<file path="config.mk">
export PLATFORM = sky130hd
export DESIGN_NAME = bcd_alu_seq
export DESIGN_NICKNAME = d
export VERILOG_FILES = /design/src/rtl/bcd_alu_seq.sv
export SDC_FILE = /design/constraint.sdc
export NUM_CORES = 1
export LEC_CHECK = 0
export ABC_AREA = 1
export BUFFER_PORTS_ARGS = -buffer_cell sky130_fd_sc_hd__buf_2
export CAP_MARGIN = 15
export CORE_UTILIZATION = 60
export CTS_BUF_LIST = sky130_fd_sc_hd__clkbuf_8
export DETAILED_ROUTE_END_ITERATION = 12
export HOLD_SLACK_MARGIN = 0.05
export PLACE_DENSITY = 0.79
export SLEW_MARGIN = 30
export SYNTH_ARGS = -nofsm -noshare
export SYNTH_HDL_FRONTEND = slang
export SYNTH_SLANG_ARGS = --single-unit
</file>
<file path="constraint.sdc">
create_clock -name clk -period 14.2 [get_ports clk]
set_clock_uncertainty 0.2 [all_clocks]
set_input_delay 0.71 -clock clk [delete_from_list [all_inputs] [get_ports clk]]
set_output_delay 0.71 -clock clk [all_outputs]
set_load 0.01 [all_outputs]
</file>
<file path="src/rtl/bcd_alu_seq.sv">
// Multi-cycle packed-BCD ALU: add/sub in one compute cycle, digit-serial mul/div.
// Optional input validation is enabled by defining BCD_ALU_SEQ_INPUT_CHECK_EN.
module bcd_alu_seq #(
  parameter int unsigned DIGITS = 2
) (
  input  logic                    clk,
  input  logic                    rst,
  input  logic                    start,
  input  logic [1:0]              op,
  input  logic [4*DIGITS-1:0]     a,
  input  logic [4*DIGITS-1:0]     b,
  output logic                    busy,
  output logic                    done,
  output logic [8*DIGITS-1:0]     result,
  output logic                    status
);

  localparam int unsigned W   = 4 * DIGITS;
  localparam int unsigned W2  = 2 * W;
  localparam int unsigned ND2 = 2 * DIGITS;
  localparam int unsigned DGW = $clog2(DIGITS + 1);

  typedef enum logic [2:0] {
    S_IDLE,
    S_ADDSUB,
    S_MUL,
    S_DIV,
    S_DONE
  } state_t;

  // Digit-wise decimal add with +6 correction; carry out of the top digit is dropped.
  function automatic logic [W2-1:0] bcd_add(input logic [W2-1:0] x, input logic [W2-1:0] y);
    logic [W2-1:0] s;
    logic [4:0]    t;
    logic          c;
    s = '0;
    c = 1'b0;
    for (int unsigned i = 0; i < ND2; i++) begin
      t = 5'(x[4*i +: 4]) + 5'(y[4*i +: 4]) + 5'(c);
      if (t > 5'd9) begin
        t = t + 5'd6;
        c = 1'b1;
      end else begin
        c = 1'b0;
      end
      s[4*i +: 4] = t[3:0];
    end
    return s;
  endfunction

  // Digit-wise decimal subtract x - y (x >= y) with borrow correction.
  function automatic logic [W2-1:0] bcd_sub(input logic [W2-1:0] x, input logic [W2-1:0] y);
    logic [W2-1:0] s;
    logic [4:0]    t;
    logic          br;
    s  = '0;
    br = 1'b0;
    for (int unsigned i = 0; i < ND2; i++) begin
      t = 5'(x[4*i +: 4]) - 5'(y[4*i +: 4]) - 5'(br);
      if (t[4]) begin
        t  = t + 5'd10;
        br = 1'b1;
      end else begin
        br = 1'b0;
      end
      s[4*i +: 4] = t[3:0];
    end
    return s;
  endfunction

`ifdef BCD_ALU_SEQ_INPUT_CHECK_EN
  function automatic logic is_bcd(input logic [W-1:0] x);
    logic ok;
    ok = 1'b1;
    for (int unsigned i = 0; i < DIGITS; i++) begin
      if (x[4*i +: 4] > 4'd9) ok = 1'b0;
    end
    return ok;
  endfunction
`endif

  state_t          state_q;
  logic [1:0]      op_q;
  logic [W-1:0]    a_q;
  logic [W-1:0]    b_q;
  logic [W2-1:0]   acc_q;
  logic [W+3:0]    rem_q;
  logic [W-1:0]    q_q;
  logic [3:0]      cyc_q;
  logic [DGW-1:0]  dig_q;
  logic            stat_q;
  logic            err_q;

  logic            bad_in_c;
  logic            a_lt_b_c;
  logic [W2-1:0]   sum_c;
  logic [W2-1:0]   diff_c;
  logic [W2-1:0]   mul_add_c;
  logic [W+3:0]    rem_sub_c;
  logic            rem_ge_c;

`ifdef BCD_ALU_SEQ_INPUT_CHECK_EN
  assign bad_in_c = !is_bcd(a) || !is_bcd(b);
`else
  assign bad_in_c = 1'b0;
`endif

  // Packed BCD orders like binary, so magnitude compares need no decoding.
  always_comb begin
    a_lt_b_c  = (a_q < b_q);
    sum_c     = bcd_add(W2'(a_q), W2'(b_q));
    diff_c    = bcd_sub(W2'(a_lt_b_c ? b_q : a_q), W2'(a_lt_b_c ? a_q : b_q));
    mul_add_c = bcd_add(acc_q, W2'(a_q));
    rem_sub_c = (W+4)'(bcd_sub(W2'(rem_q), W2'(b_q)));
    rem_ge_c  = (rem_q >= (W+4)'(b_q));
  end

  always_ff @(posedge clk) begin
    if (rst) begin
      state_q <= S_IDLE;
      op_q    <= '0;
      a_q     <= '0;
      b_q     <= '0;
      acc_q   <= '0;
      rem_q   <= '0;
      q_q     <= '0;
      cyc_q   <= '0;
      dig_q   <= '0;
      stat_q  <= 1'b0;
      err_q   <= 1'b0;
      busy    <= 1'b0;
      done    <= 1'b0;
      result  <= '0;
      status  <= 1'b0;
    end else begin
      done <= 1'b0;
      case (state_q)
        S_IDLE: begin
          if (start) begin
            op_q   <= op;
            a_q    <= a;
            b_q    <= b;
            acc_q  <= '0;
            rem_q  <= '0;
            q_q    <= '0;
            cyc_q  <= '0;
            dig_q  <= '0;
            stat_q <= 1'b0;
            err_q  <= 1'b0;
            busy   <= 1'b1;
            if (bad_in_c || (op == 2'b11 && b == '0)) begin
              err_q   <= 1'b1;
              state_q <= S_DONE;
            end else begin
              case (op)
                2'b10:   state_q <= S_MUL;
                2'b11:   state_q <= S_DIV;
                default: state_q <= S_ADDSUB;
              endcase
            end
          end
        end
        S_ADDSUB: begin
          if (op_q[0]) begin
            acc_q  <= diff_c;
            stat_q <= a_lt_b_c;
          end else begin
            acc_q  <= W2'(sum_c[W-1:0]);
            stat_q <= |sum_c[W2-1:W];
          end
          state_q <= S_DONE;
        end
        S_MUL: begin
          // Step 0 of each digit scales by ten; steps 1..digit add A once each.
          if (dig_q == DGW'(DIGITS)) begin
            state_q <= S_DONE;
          end else begin
            if (cyc_q == 4'd0) begin
              acc_q <= acc_q << 4;
            end else if (cyc_q <= b_q[W-1 -: 4]) begin
              acc_q <= mul_add_c;
            end
            if (cyc_q == 4'd9) begin
              cyc_q <= '0;
              dig_q <= dig_q + DGW'(1);
              b_q   <= b_q << 4;
            end else begin
              cyc_q <= cyc_q + 4'd1;
            end
          end
        end
        S_DIV: begin
          // Step 0 brings down the next dividend digit; steps 1..9 are trial subtracts.
          if (dig_q == DGW'(DIGITS)) begin
            state_q <= S_DONE;
          end else begin
            if (cyc_q == 4'd0) begin
              rem_q <= {rem_q[W-1:0], a_q[W-1 -: 4]};
              a_q   <= a_q << 4;
              q_q   <= q_q << 4;
            end else if (rem_ge_c) begin
              rem_q      <= rem_sub_c;
              q_q[3:0]   <= q_q[3:0] + 4'd1;
            end
            if (cyc_q == 4'd9) begin
              cyc_q <= '0;
              dig_q <= dig_q + DGW'(1);
            end else begin
              cyc_q <= cyc_q + 4'd1;
            end
          end
        end
        S_DONE: begin
          done    <= 1'b1;
          busy    <= 1'b0;
          state_q <= S_IDLE;
          if (err_q) begin
            result <= '1;
            status <= 1'b1;
          end else begin
            case (op_q)
              2'b10: begin
                result <= acc_q;
                status <= |acc_q[W2-1:W];
              end
              2'b11: begin
                result <= {rem_q[W-1:0], q_q};
                status <= 1'b0;
              end
              default: begin
                result <= acc_q;
                status <= stat_q;
              end
            endcase
          end
        end
        default: state_q <= S_IDLE;
      endcase
    end
  end

endmodule

</file>
## Word level (Yosys, flattened, before mapping)

Cells that the tools add are included.

- $add $sub $neg: 37
- Order comparisons: 11
- Equality and inequality tests: 20
- Mux-type cells: 77
- Reductions and logical operators: 23

Operators with widths:

| kind | count |
|---|---|
| two-way mux 16 bit | 7 |
| two-way mux 4 bit | 21 |
| two-way mux 8 bit | 10 |
| two-way mux 12 bit | 4 |
| one-hot mux 16 bit (3 select lines) | 1 |
| one-hot mux 8 bit (2 select lines) | 3 |
| greater-than comparator 5 x 4 -> 1 bit, second input constant | 6 |
| adder 4 bit, second input constant | 7 |
| adder 4 x 3 -> 4 bit, second input constant | 6 |
| one-hot mux 12 bit (2 select lines) | 1 |
| adder 4 x 4 -> 5 bit | 4 |
| AND reduction 4 bit | 5 |
| subtractor 4 x 4 -> 5 bit | 4 |
| two-way mux 1 bit | 17 |
| OR reduction 8 bit | 2 |
| greater-or-equal comparator 12 x 8 -> 1 bit | 1 |
| != test 2 bit, second input constant | 6 |
| adder 4 x 1 -> 5 bit | 2 |
| adder 5 x 1 -> 5 bit | 2 |
| == test 2 bit, second input constant | 5 |
| nonzero test 2 bit | 5 |
| subtractor 5 x 1 -> 5 bit | 2 |
| two-way mux 3 bit | 3 |
| one-hot mux 3 bit (3 select lines) | 1 |
| 27 further kinds | 43 |

- Flip-flop bits (word level): 84
- Output and inout bits: 19
- Logic and storage cells: 184

## Depth between registers and ports, before layout

Gate-level depths: netlist (run 1).

- Depth after elaboration: 16
- Gate-level depth with buffers: 37

## Worst setup path before layout (run 1)

Ideal clock, no wire load.

- Kind: register to register
- From: register a_q[1]
- To: register acc_q[15]
- Library setup time: 0.109 ns
- Arrival: 5.814 ns
- Data required time: 13.891 ns
- Path slack: 8.077 ns
- Cell stages (with the launch flop): 35
- Path buffers: 0
- Clock period less this slack: 6.123 ns
- Cell sequence: dfxtp_1 > inv_1 > fa_1 > xnor2_1 > o21ai_0 > nand2_1 > inv_1 > fa_1 > fa_1 > xor2_1 > ha_1 > inv_1 > o21ai_0 > nand3_1 > nand2_1 > ha_1 > ha_1 > xor2_1 > inv_1 > ha_1 > inv_1 > o221ai_1 > nand2_1 > ha_1 > xor2_1 > inv_1 > ha_1 > inv_1 > a21oi_1 > o31ai_2 > a21oi_1 > o21ai_0 > nand2_1 > nand2_1 > inv_1

- Word-level cells in the longest chain between the ends: 16
- Elaborated cells on any way between the ends: 31
- Classes of those cells: add/sub (11); order compare (5); mux (15)

RTL lines:

| element | line | text |
|---|---|---|
| start, declared | 84 | `logic [W-1:0] a_q;` |
| start signal, assigned | 199 | `a_q <= a_q << 4;` |
| adder 4 x 4 -> 5 bit | 39 | `t = 5'(x[4*i +: 4]) + 5'(y[4*i +: 4]) + 5'(c);` |
| greater-than comparator 5 x 4 -> 1 bit | 40 | `if (t > 5'd9) begin` |
| two-way mux 1 bit | 40 |  |
| adder 5 x 1 -> 5 bit | 39 |  |
| greater-than comparator 5 x 4 -> 1 bit | 40 |  |
| two-way mux 1 bit | 40 |  |
| adder 4 x 1 -> 5 bit | 39 |  |
| greater-than comparator 5 x 4 -> 1 bit | 40 |  |
| two-way mux 1 bit | 40 |  |
| adder 4 x 1 -> 5 bit | 39 |  |
| adder 4 x 3 -> 4 bit or greater-than comparator 5 x 4 -> 1 bit (tied branches) | 41, 40 |  |
| two-way mux 4 bit | 40 |  |
| two-way mux 16 bit | 180 | `end else if (cyc_q <= b_q[W-1 -: 4]) begin` |
| two-way mux 16 bit | 178 | `if (cyc_q == 4'd0) begin` |
| two-way mux 16 bit | 175 | `if (dig_q == DGW'(DIGITS)) begin` |
| one-hot mux 16 bit (3 select lines) * | 137 | `case (state_q)` |
| end signal, assigned | 168 | `acc_q <= W2'(sum_c[W-1:0]);` |
| end signal, assigned | 179 | `acc_q <= acc_q << 4;` |
| end signal, assigned | 181 | `acc_q <= mul_add_c;` |
| end, declared | 86 | `logic [W2-1:0] acc_q;` |

Every way passes the cells marked *; elsewhere a longest branch is shown, timed or not. The select of a mux whose other input is x is not followed.
A chain may end at the register's enable or synchronous reset.

## Final worst setup path (run 1)

Same ends and word-level chain as after synthesis.

==> run_results.csv, run 1 <==
group,metric,value,unit
drt,wl_per_cell,16.04,um
global_route,globalRouteTotalUtil,32.75,%
critical_path,crit_path_end_kind,"flop",
synthesis,yosysWarnings,0,
layout,num_antenna_cells,0,
critical_path,cpPeakStageDelay,0.51,ns
drt,avgViaCountPerCell,5.765,
drt,vias,6313,
clock_tree,htree_levels,3,
clock_tree,cts.repair.resized,0,
synthesis,ys_seq_area_share,25.85,%
drt,firstDrtPassIters,5,
sta,hold_viol,0,
layout,drive_gt1_share,11.05,%
die,rows,37,
clock_tree,cts_buffers,9,
critical_path,cp.required,14.28,ns
critical_path,crit_arrival,6.97,ns
layout,nNetsFinal,1055,
clock_tree,cts-hold-fix-buffers,0,
global_route,grt_pass1_wl,28.90,mm
critical_path,cpMaxStageDelayCell,"dfxtp_1",
synthesis,yosysUniqueCellTypes,46,
sta,worstMarginPinSlew,0.9519,ns
placed_design,routabilityCongestion,0.9349,
global_route,grt_pass1_vias,5846,
clock_tree,root_buffer,"clkbuf_8",
sta,slew_headroom,36.30,%
synthesis,ys_async_sr_fraction,0,%
synthesis,avgSynthCellArea,7.011,um2
min_path,holdPathStages,2,
synthesis,yosys_most_used_dff,"dfxtp_1",
sta,fin_crit,6.899,ns
synthesis,syn-num-nets,1029,
critical_path,critical_path_class,"flop to flop",
global_route,grt_max_degree,44,
critical_path,cpMostUsedCell,"inv_1",
clock_tree,clkTransAtPathRegs,0.09,ns
drt,antenna_left,0,
clock_tree,postCtsSetupBuffers,0,
die,die_w,106.1,um
die,die-area,0.01126,mm2
power_and_ir_drop,ir_worst_vdd,0.00009679,V
sta,slew_violations,0,
clock_tree,tritoncts,"built",
placed_design,portBuffers,39,
critical_path,worstPathMaxFanout,7,
drt,wl,17.57,mm
power_and_ir_drop,p_leak,3.277,nW
die,die_h,106.1,um
drt,drc,0,
synthesis,synth_edf_count,0,
placed_design,dpl.hpwl,13.08,mm
die,core-area,0.01042,mm2
die,start_util,62.46,%
layout,syn_to_final_growth,6.750,%
sta,holdWs,0.2722,ns
clock_tree,clockBufferDepth,2,
placed_design,dp_slack,7.423,ns
sta,setup_violations,0,
sta,finalWorstSetupSlack,7.301,ns
sta,max_freq,145.0,MHz
clock_tree,numClockSinks,84,
critical_path,rr_worst_depth,34,
sta,period_share,48.58,%
power_and_ir_drop,cellPowerDensity,150.6,mW/mm2
job,drv_cap,0,
sta,fin_tns_setup,0,ns
synthesis,syn-instance-count,928,
clock_tree,clkLatencyLatePin,0.37,ns
critical_path,startpoint_type,"flop",
global_route,antenna_found_initial,0,
min_path,min_path_type,"flop to flop",
sta,rsz0062_at_grt,"false",
drt,drt-initial-drc-count,537,
run_status,status,"finished, final reports clean",
die,pin_count,40,
synthesis,ys_ff_latch,84,
synthesis,synth_area,0.006506,mm2
global_route,grt-ovfl-total,0,
## critical path, delay by kind of cell, from the launching register on
family,cells,cell delay (ns)
fa+ha+maj,9,2.50
xor+xnor,4,1.12
compound gates,7,1.12
simple gates,6,0.73
buf+inv,8,0.62
flops,1,0.51
## cell usage in the layout, fill, tap and decap left out, types with 2 or more instances in the layout
| cell | n |
|---|---|
| nor2_1 | 62 |
| nor2_2 | 6 |
| nor4_1 | 3 |
| nand2_2 | 12 |
| nand2_1 | 163 |
| dfxtp_1 | 84 |
| nand4_1 | 3 |
| buf_2 | 39 |
| xnor2_1 | 5 |
| a31oi_1 | 10 |
| a211oi_1 | 7 |
| o211ai_1 | 15 |
| a21oi_2 | 6 |
| mux2i_1 | 5 |
| clkbuf_8 | 9 |
| o21ai_0 | 92 |
| nand3_2 | 2 |
| ha_1 | 69 |
| nor3b_2 | 3 |
| nand3_1 | 49 |
| buf_4 | 3 |
| or2_2 | 4 |
| inv_1 | 118 |
| xor2_1 | 23 |
| nor3_1 | 9 |
| nand3b_1 | 7 |
| fa_1 | 11 |
| inv_2 | 11 |
| and2_1 | 2 |
| clkinv_2 | 3 |
| inv_6 | 2 |
| a21oi_1 | 104 |
| o21ai_1 | 4 |
## worst paths after layout
kind              startpoint        end  slack (ns)
hold / removal      rem_q[8]   rem_q[8]        0.27
setup reg to reg      a_q[1]  acc_q[15]        7.30
hold reg to reg     rem_q[8]   rem_q[8]        0.27
setup / recovery      a_q[1]  acc_q[15]        7.30
## cells by family after synthesis
logic type	Yosys count	synth area share [%]
buffers and inverters	156	9.615
AOI/OAI and AO/OA	246	20.77
muxes	5	0.7693
xor gates and xnor gates	28	3.769
DFF	84	25.85
and+or+nand+nor	329	22.58
adders and majority gates	80	16.65
## flip-flops by register name, indices dropped and copies added (netlist names)
name / cells
dig_q: 2
state_q: 3
q_q: 8
cyc_q: 4
stat_q: 1
err_q: 1
acc_q: 16
busy: 1
status: 1
result: 16
done: 1
a_q: 8
rem_q: 12
op_q: 2
b_q: 8
## synthesized netlist by cell type (7+ instances only)
| cell type | instances | share of area [%] |
|---|---|---|
| nor2_1 | 62 | 3.6 |
| fa_1 | 11 | 3.4 |
| inv_2 | 11 | 0.63 |
| a31oi_1 | 10 | 0.96 |
| o211ai_1 | 15 | 1.7 |
| o21ai_0 | 92 | 7.1 |
| a211oi_1 | 7 | 0.81 |
| ha_1 | 69 | 13 |
| nand2_1 | 164 | 9.5 |
| dfxtp_1 | 84 | 26 |
| xor2_1 | 23 | 3.1 |
| nand3_1 | 49 | 3.8 |
| nand3b_1 | 7 | 0.81 |
| nor3_1 | 9 | 0.69 |
| clkbuf_1 | 20 | 1.2 |
| nand2_2 | 11 | 1.1 |
| a21oi_1 | 104 | 8.0 |
| inv_1 | 117 | 6.7 |
## power breakdown
group	total [mW]	switching, mW	internal (mW)
Clock	0.177	0.0961	0.0812
Sequential	0.288	0.0294	0.258
Combinational	0.581	0.369	0.212
## layer usage
layer | global-route usage (%) | part of all wire, % | wire length (um)
met5 | 0 | 0 | 0
met2 | 52.27 | 45 | 7826
met3 | 4.782 | 7.2 | 1264
met4 | 12.70 | 3.3 | 577
met1 | 44.48 | 45 | 7898
## cell type report
cell class / count / area, um2
Clock buffer: 9 / 123.9
Clock inverter: 7 / 66.31
Fill cell: 974 / 3471
Inverter: 129 / 484.2
Multi-Input combinational cell: 688 / 4202
Sequential cell: 84 / 1682
Tap cell: 136 / 170.2
Timing Repair Buffer: 42 / 217.7
## through the flow
| step | power, mW | cell area, um2 | utilization (%) | instances |
|---|---|---|---|---|
| after global placement | 0.8526 | 6753 | 64.83 | 1079 |
| after CTS | 1.039 | 6943 | 66.65 | 1095 |
| after floorplan | 0.7429 | 6506 | - | 928 |
| after global routing | 1.149 | 6945 | 66.68 | 1095 |
| final | 1.046 | 6945 | 66.68 | 1095 |
| after detailed placement | 0.8642 | 6753 | 64.83 | 1079 |
Power figures use the tool's default switching activity.
==> run 2: changes to the inputs <==
- ABC_AREA: 1 -> 0
- CORE_UTILIZATION: 60 -> 58
- PLACE_DENSITY: 0.79 -> 0.8
- clock period: 14.2 -> 6.3 ns (I/O delays scaled with it)
==> run 2 against run 1 <==
  * The flow now finishes with violations (setup timing)
  * Largest power group unchanged
  * Flip-flop and latch count stayed put
  * Non-clock buffer count is 73 higher
  * Utilization is 4.5 points higher
  * Clock-buffer cell count is 1 higher
  * Register-to-register slack worse by 7.8 ns
  * Maximum frequency is 1.5% higher
==> run_results.csv, run 2 <==
group,metric,value,unit
sta,rsz0062_at_grt,"true",
sta,setup_violations,4,
critical_path,cpMaxStageDelayCell,"fa_2",
synthesis,synth_xor_xnor_area_share,5.317,%
die,pin_count,40,
global_route,grt_pass1_wl,31.57,mm
critical_path,crit_path_end_kind,"flop",
synthesis,syn-instance-count,825,
layout,filler_cell_count,846,
min_path,min_path_type,"input port to flop",
synthesis,synth_top_family_by_area,"compound AO/OA/AOI/OAI gates",
critical_path,crit_path_start,"acc_q[0]",
synthesis,yosysUniqueCellTypes,72,
layout,final_common_cell,"nor2_1",
placed_design,placed_cells,988,
synthesis,yosysWarnings,0,
synthesis,synth_area_leaders,"dfxtp_1 26%, ha_1 13%, nor2_1 6.2%, a21oi_1 4.8%, nand2_1 4.4%",
layout,instances_no_fill,1057,
sta,period_share,107.9,%
drt,vias,6505,
clock_tree,clockBufferDepth,2,
drt,avgViaCountPerCell,6.154,
critical_path,cpPeakStageDelay,0.42,ns
power_and_ir_drop,ir_worst_vdd,0.0001784,V
synthesis,ys_async_sr_fraction,0,%
synthesis,syn-num-nets,926,
global_route,globalRouteTotalUtil,35.41,%
sta,finalWorstSetupSlack,-0.4977,ns
sta,fin_crit,6.798,ns
layout,nNetsFinal,1014,
die,rows,38,
clock_tree,tritoncts,"built",
clock_tree,numClockSinks,84,
synthesis,yosys_most_used_dff,"dfxtp_1",
placed_design,routabilityCongestion,0.9073,
drt,antenna_left,0,
critical_path,startpoint_type,"flop",
synthesis,synth_area,0.006565,mm2
global_route,antenna_found_initial,0,
clock_tree,htree_levels,3,
die,die_w,108.4,um
clock_tree,cts_buffers,9,
power_and_ir_drop,cellPowerDensity,271.1,mW/mm2
layout,drive_gt1_share,20.39,%
clock_tree,root_buffer,"clkbuf_8",
critical_path,crit_arrival,6.90,ns
global_route,grt-ovfl-total,0,
power_and_ir_drop,p_leak,3.374,nW
die,die_h,108.4,um
synthesis,yosysMostFrequentCell,"nor2_1",
drt,drt-initial-drc-count,499,
layout,syn_to_final_growth,18.52,%
synthesis,synth_commonest_cells,"109 x nor2_1, 84 x dfxtp_1, 77 x nand2_1",
clock_tree,clkTransAtPathRegs,0.09,ns
synthesis,synth_compound_area_share,22.05,%
critical_path,cp.required,6.40,ns
synthesis,avgSynthCellArea,7.958,um2
sta,worstMarginPinSlew,0.9503,ns
drt,wl_per_cell,18.96,um
critical_path,rr_endpoint,"acc_q[10]",
die,core-area,0.01094,mm2
critical_path,critical_path_class,"flop to flop",
synthesis,ys_seq_area_share,25.61,%
critical_path,rr_worst_depth,39,
synthesis,yosys.area_share.simple,21.00,%
synthesis,synth_top_area_cell,"dfxtp_1",
sta,slew_headroom,36.41,%
drt,wl,20.04,mm
placed_design,portBuffers,39,
run_status,violations,"setup timing",
global_route,grt_pass1_vias,6456,
layout,reg_top3,"acc_q: 16 flops, result: 16 flops, rem_q: 12 flops",
critical_path,crit_end,"acc_q[10]",
run_status,status,"finished, violations left",
job,drv_cap,0,
synthesis,yosysTopAreaCellShare,25.61,%
drt,firstDrtPassIters,5,
sta,max_freq,147.1,MHz
layout,final_cell_mix,"108 x nor2_1, 81 x dfxtp_1, 77 x nand2_1",
critical_path,rrSetupSlack,-0.50,ns
synthesis,ys_ff_latch,84,
layout,num_antenna_cells,0,
drt,drc,0,
critical_path,worstPathMaxFanout,4,
clock_tree,clkLatencyLatePin,0.38,ns
critical_path,cpMostUsedCell,"buf_4",
synthesis,synthAdderAreaFrac,16.50,%
placed_design,dpl.hpwl,14.08,mm
synthesis,synthMuxAreaShare,4.441,%
die,die-area,0.01175,mm2
sta,hold_viol,0,
critical_path,r2r_start,"acc_q[0]",
sta,slew_violations,0,
power_and_ir_drop,power,2.109,mW
synthesis,synth_edf_count,0,
die,start_util,60.03,%
global_route,grt_max_degree,72,
==> run 2: changes by cell type after synthesis, sizes merged, moves of 17 or more <==
cell,before,now
a21oi,110,64
inv,128,47
nand2,176,79
nand2b,0,19
nand3,51,18
nor2,69,109
o21ai,97,39
o22ai,0,17
==> run 2: cells by family (layout without fill, tap and decap cells) <==
logic type               Yosys count  after routing
AND/OR/NAND/NOR                  293            293
AO/OA/AOI/OAI                    218            218
buffers and inverters             85            177
flip-flops                        84             84
adder cells (fa/ha/maj)           80             80
XOR/XNOR                          39             39
multiplexers                      26             26
==> run 2: metrics by stage <==
| stage | util, % | setup TNS [ns] | instance area, um2 | hold WS [ns] | setup slack (ns) |
|---|---|---|---|---|---|
| floorplan | - | 0 | 6690 | 0.2312 | 0.004610 |
| CTS | 69.99 | -0.5272 | 7654 | 0.06879 | -0.1703 |
| detailed placement | 64.69 | -0.9452 | 7074 | 0.2483 | -0.3722 |
| global route | 71.16 | -2.143 | 7781 | 0.09510 | -0.6703 |
| global placement | 64.69 | -0.05825 | 7074 | 0.2432 | -0.04858 |
| finish | 71.16 | -1.325 | 7781 | 0.07980 | -0.4977 |
==> run 2: worst min path at each step <==
| stage | start | end | slack (ns) | depth (start not counted) |
|---|---|---|---|---|
| after floorplan | err_q | err_q | 0.23 | 2 |
| after global placement | err_q | err_q | 0.24 | 2 |
| after detailed placement | err_q | err_q | 0.25 | 2 |
| after CTS | a[5] | a_q[5] | 0.07 | 3 |
| after global routing | op[1] | op_q[1] | 0.1 | 3 |
| final | a[5] | a_q[5] | 0.08 | 3 |
==> run 2: layout make-up <==
class / instances / area, um2 / area share [%]
well taps: 140 / 175.2 / 2.251
clock buffers: 10 / 137.6 / 1.769
inverters: 47 / 178.9 / 2.299
repair buffers: 115 / 795.8 / 10.23
multi-input cells: 656 / 4767 / 61.26
clock inverters: 5 / 36.28 / 0.4663
flip-flops and latches: 84 / 1690 / 21.72
==> run 2: metal layers <==
layer / routed length [um] / share of wire, % / vias to the layer above / global-route usage, %
met5: 0 / 0 / - / 1.339
met1: 8250 / 41 / 3103 / 42.44
met3: 1292 / 6.4 / 69 / 7.113
met2: 9674 / 48 / 258 / 59.96
li1: - / - / 3075 / -
met4: 825 / 4.1 / 0 / 17.86
==> run 2: where the power goes <==
group	switching (mW)	leakage [nW]	internal, mW
clock	0.212	0.0925	0.153
sequential	0.0566	0.686	0.569
combinational	0.602	2.60	0.517
==> run 2: timing repair <==
item | 4_1_cts | 5_1_grt
pin swaps | 18 | 21
cloned | 0 | 0
endpoints found under the hold margin | 12 | 0
buffers inserted | 33 | 9
hold buffers | 12 | 0
gates resized for setup | 9 | 13
setup endpoints to repair | 3 | 4
==> run 2: critical path: cells and delay by family, from the launching register on <==
kind / cells / cell delay, ns
XOR/XNOR: 2 / 0.37
adder cells (fa/ha/maj): 8 / 2.11
flip-flops: 1 / 0.36
AO/OA/AOI/OAI: 5 / 0.88
AND/OR/NAND/NOR: 6 / 0.69
buffers and inverters: 18 / 2.11
==> run 3: changes to the inputs <==
- CORE_UTILIZATION: 58 -> 60
- PLACE_DENSITY: 0.8 -> 0.79
- clock period: 6.3 -> 7.6 ns (I/O delays scaled with it)
==> run 3 against run 2 <==
  * Worst hold slack got worse by 0.014 ns
  * Die area decreased by 3.3%
  * Flip-flop and latch count unchanged
  * Wire length decreased by 6.7%
  * Maximum frequency decreased by 5.2%
  * The run now ends clean
  * Critical path type unchanged
==> run_results.csv, run 3 (synthesis results as in run 2) <==
group,metric,value,unit
sta,max_freq,139.5,MHz
drt,firstDrtPassIters,5,
die,die-area,0.01136,mm2
drt,antenna_left,0,
layout,final_common_cell,"nor2_1",
critical_path,critical_path_class,"flop to flop",
power_and_ir_drop,ir_worst_vdd,0.0001659,V
clock_tree,clockBufferDepth,2,
critical_path,crit_arrival,7.30,ns
critical_path,cpPeakStageDelay,0.48,ns
critical_path,crit_end,"acc_q[14]",
critical_path,worstPathMaxFanout,8,
critical_path,rrSetupSlack,0.43,ns
global_route,antenna_found_initial,0,
global_route,grt.busiest_layer,"met2",
global_route,met1_usage,43.50,%
global_route,gr-usage-met3,6.140,%
die,die_w,106.6,um
critical_path,r2r_start,"a_q[1]",
drt,drt-initial-drc-count,527,
layout,num_antenna_cells,0,
layout,drive_gt1_share,11.99,%
drt,avgViaCountPerCell,6.296,
clock_tree,clkLatencyLatePin,0.38,ns
layout,fin_util,67.91,%
layout,multiInputGateArea,0.004602,mm2
sta,hold_viol,0,
clock_tree,clkTransAtPathRegs,0.10,ns
clock_tree,tritoncts,"built",
sta,worstMarginPinSlew,0.8669,ns
job,drv_cap,0,
critical_path,rr_worst_depth,33,
critical_path,crit_path_start,"a_q[1]",
global_route,globalRouteTotalUtil,34.51,%
sta,fin_crit,7.170,ns
die,start_util,62.75,%
placed_design,routabilityCongestion,0.9562,
run_status,status,"finished, final reports clean",
global_route,grt_pass1_vias,6165,
sta,slew_violations,0,
global_route,grt_max_degree,72,
layout,regArea,0.001684,mm2
sta,period_share,94.34,%
sta,holdWs,0.06577,ns
die,rows,37,
drt,drc,0,
die,pin_count,40,
sta,fin_tns_setup,0,ns
sta,slew_headroom,42.00,%
die,core-area,0.01046,mm2
critical_path,cp.required,7.73,ns
sta,setup_violations,0,
layout,final_cell_mix,"109 x nor2_1, 82 x dfxtp_1, 77 x nand2_1",
clock_tree,postCtsSetupBuffers,0,
global_route,grt_pass1_wl,30.54,mm
power_and_ir_drop,cellPowerDensity,228.5,mW/mm2
global_route,grt-ovfl-total,0,
placed_design,placed_cells,967,
die,die_h,106.6,um
critical_path,cpMaxStageDelayCell,"fa_1",
critical_path,startpoint_type,"flop",
clock_tree,root_buffer,"clkbuf_8",
global_route,met2_usage,56.77,%
drt,vias,6214,
critical_path,crit_path_end_kind,"flop",
placed_design,dpl.hpwl,13.96,mm
min_path,min_path_type,"input port to flop",
clock_tree,cts_buffers,9,
layout,nNetsFinal,947,
layout,instances_no_fill,987,
power_and_ir_drop,p_leak,3.037,nW
layout,reg_top3,"acc_q: 16 flops, result: 16 flops, rem_q: 12 flops",
critical_path,cpMostUsedCell,"ha_1",
drt,wl,18.71,mm
placed_design,portBuffers,39,
critical_path,rr_endpoint,"acc_q[14]",
layout,filler_cell_count,893,
drt,wl_per_cell,18.96,um
clock_tree,htree_levels,3,
clock_tree,numClockSinks,84,
layout,syn_to_final_growth,8.233,%
run 3: area by class of cell:
type | count | share of cell area (%)
Clock inverter | 7 | 1.074
Multi-Input combinational cell | 656 | 64.76
Tap cell | 136 | 2.395
Inverter | 47 | 2.483
Clock buffer | 9 | 1.743
Sequential cell | 84 | 23.70
Timing Repair Buffer | 48 | 3.839
run 3: critical path, delay by kind of cell (launching register included):
family	cells	cell delay, ns
AND/OR/NAND/NOR	7	0.94
AO/OA/AOI/OAI	11	1.94
multiplexers	1	0.36
flip-flops	1	0.43
adder cells (fa/ha/maj)	9	2.49
XOR/XNOR	2	0.44
buffers and inverters	3	0.29
run 3: power breakdown:
group / leakage (nW) / total [mW] / internal [mW] / switching (mW)
Clock: 0.107 / 0.340 / 0.155 / 0.186
Sequential: 0.685 / 0.521 / 0.472 / 0.0496
Combinational: 2.25 / 0.762 / 0.321 / 0.441
Total: 3.04 / 1.62 / 0.947 / 0.677
run 3: through the flow:
step / cell area [um2] / worst slack, ns / power, mW
2_1_floorplan: 6565 / 0.4671 / 1.091
3_3_place_gp: 6817 / 0.2684 / 1.228
3_5_place_dp: 6817 / -0.1869 / 1.262
4_1_cts: 7073 / 0.008177 / 1.603
5_1_grt: 7106 / -0.05118 / 1.730
6_report: 7106 / 0.4300 / 1.624
run 3: worst min path at each step:
stage / end / cells after the start / slack [ns] / start
finish: a_q[7] / 3 / 0.07 / a[7]
global route: b_q[2] / 3 / 0.07 / b[2]
CTS: a_q[7] / 3 / 0.06 / a[7]
detailed placement: err_q / 2 / 0.26 / err_q
global placement: err_q / 2 / 0.25 / err_q
floorplan: err_q / 2 / 0.23 / err_q
run 3: metal layers:
layer,up-vias,share of wire [%]
li1,2937,-
met1,2970,42
met2,246,47
met3,61,6.5
met4,0,4.5
met5,-,0
run 3: timing repair:
item,4_1_cts,5_1_grt
setup endpoints to repair,3,3
pin swaps,0,1
gates cloned,0,0
resized for setup,3,10
hold buffers,4,0
hold endpoints to repair,4,0
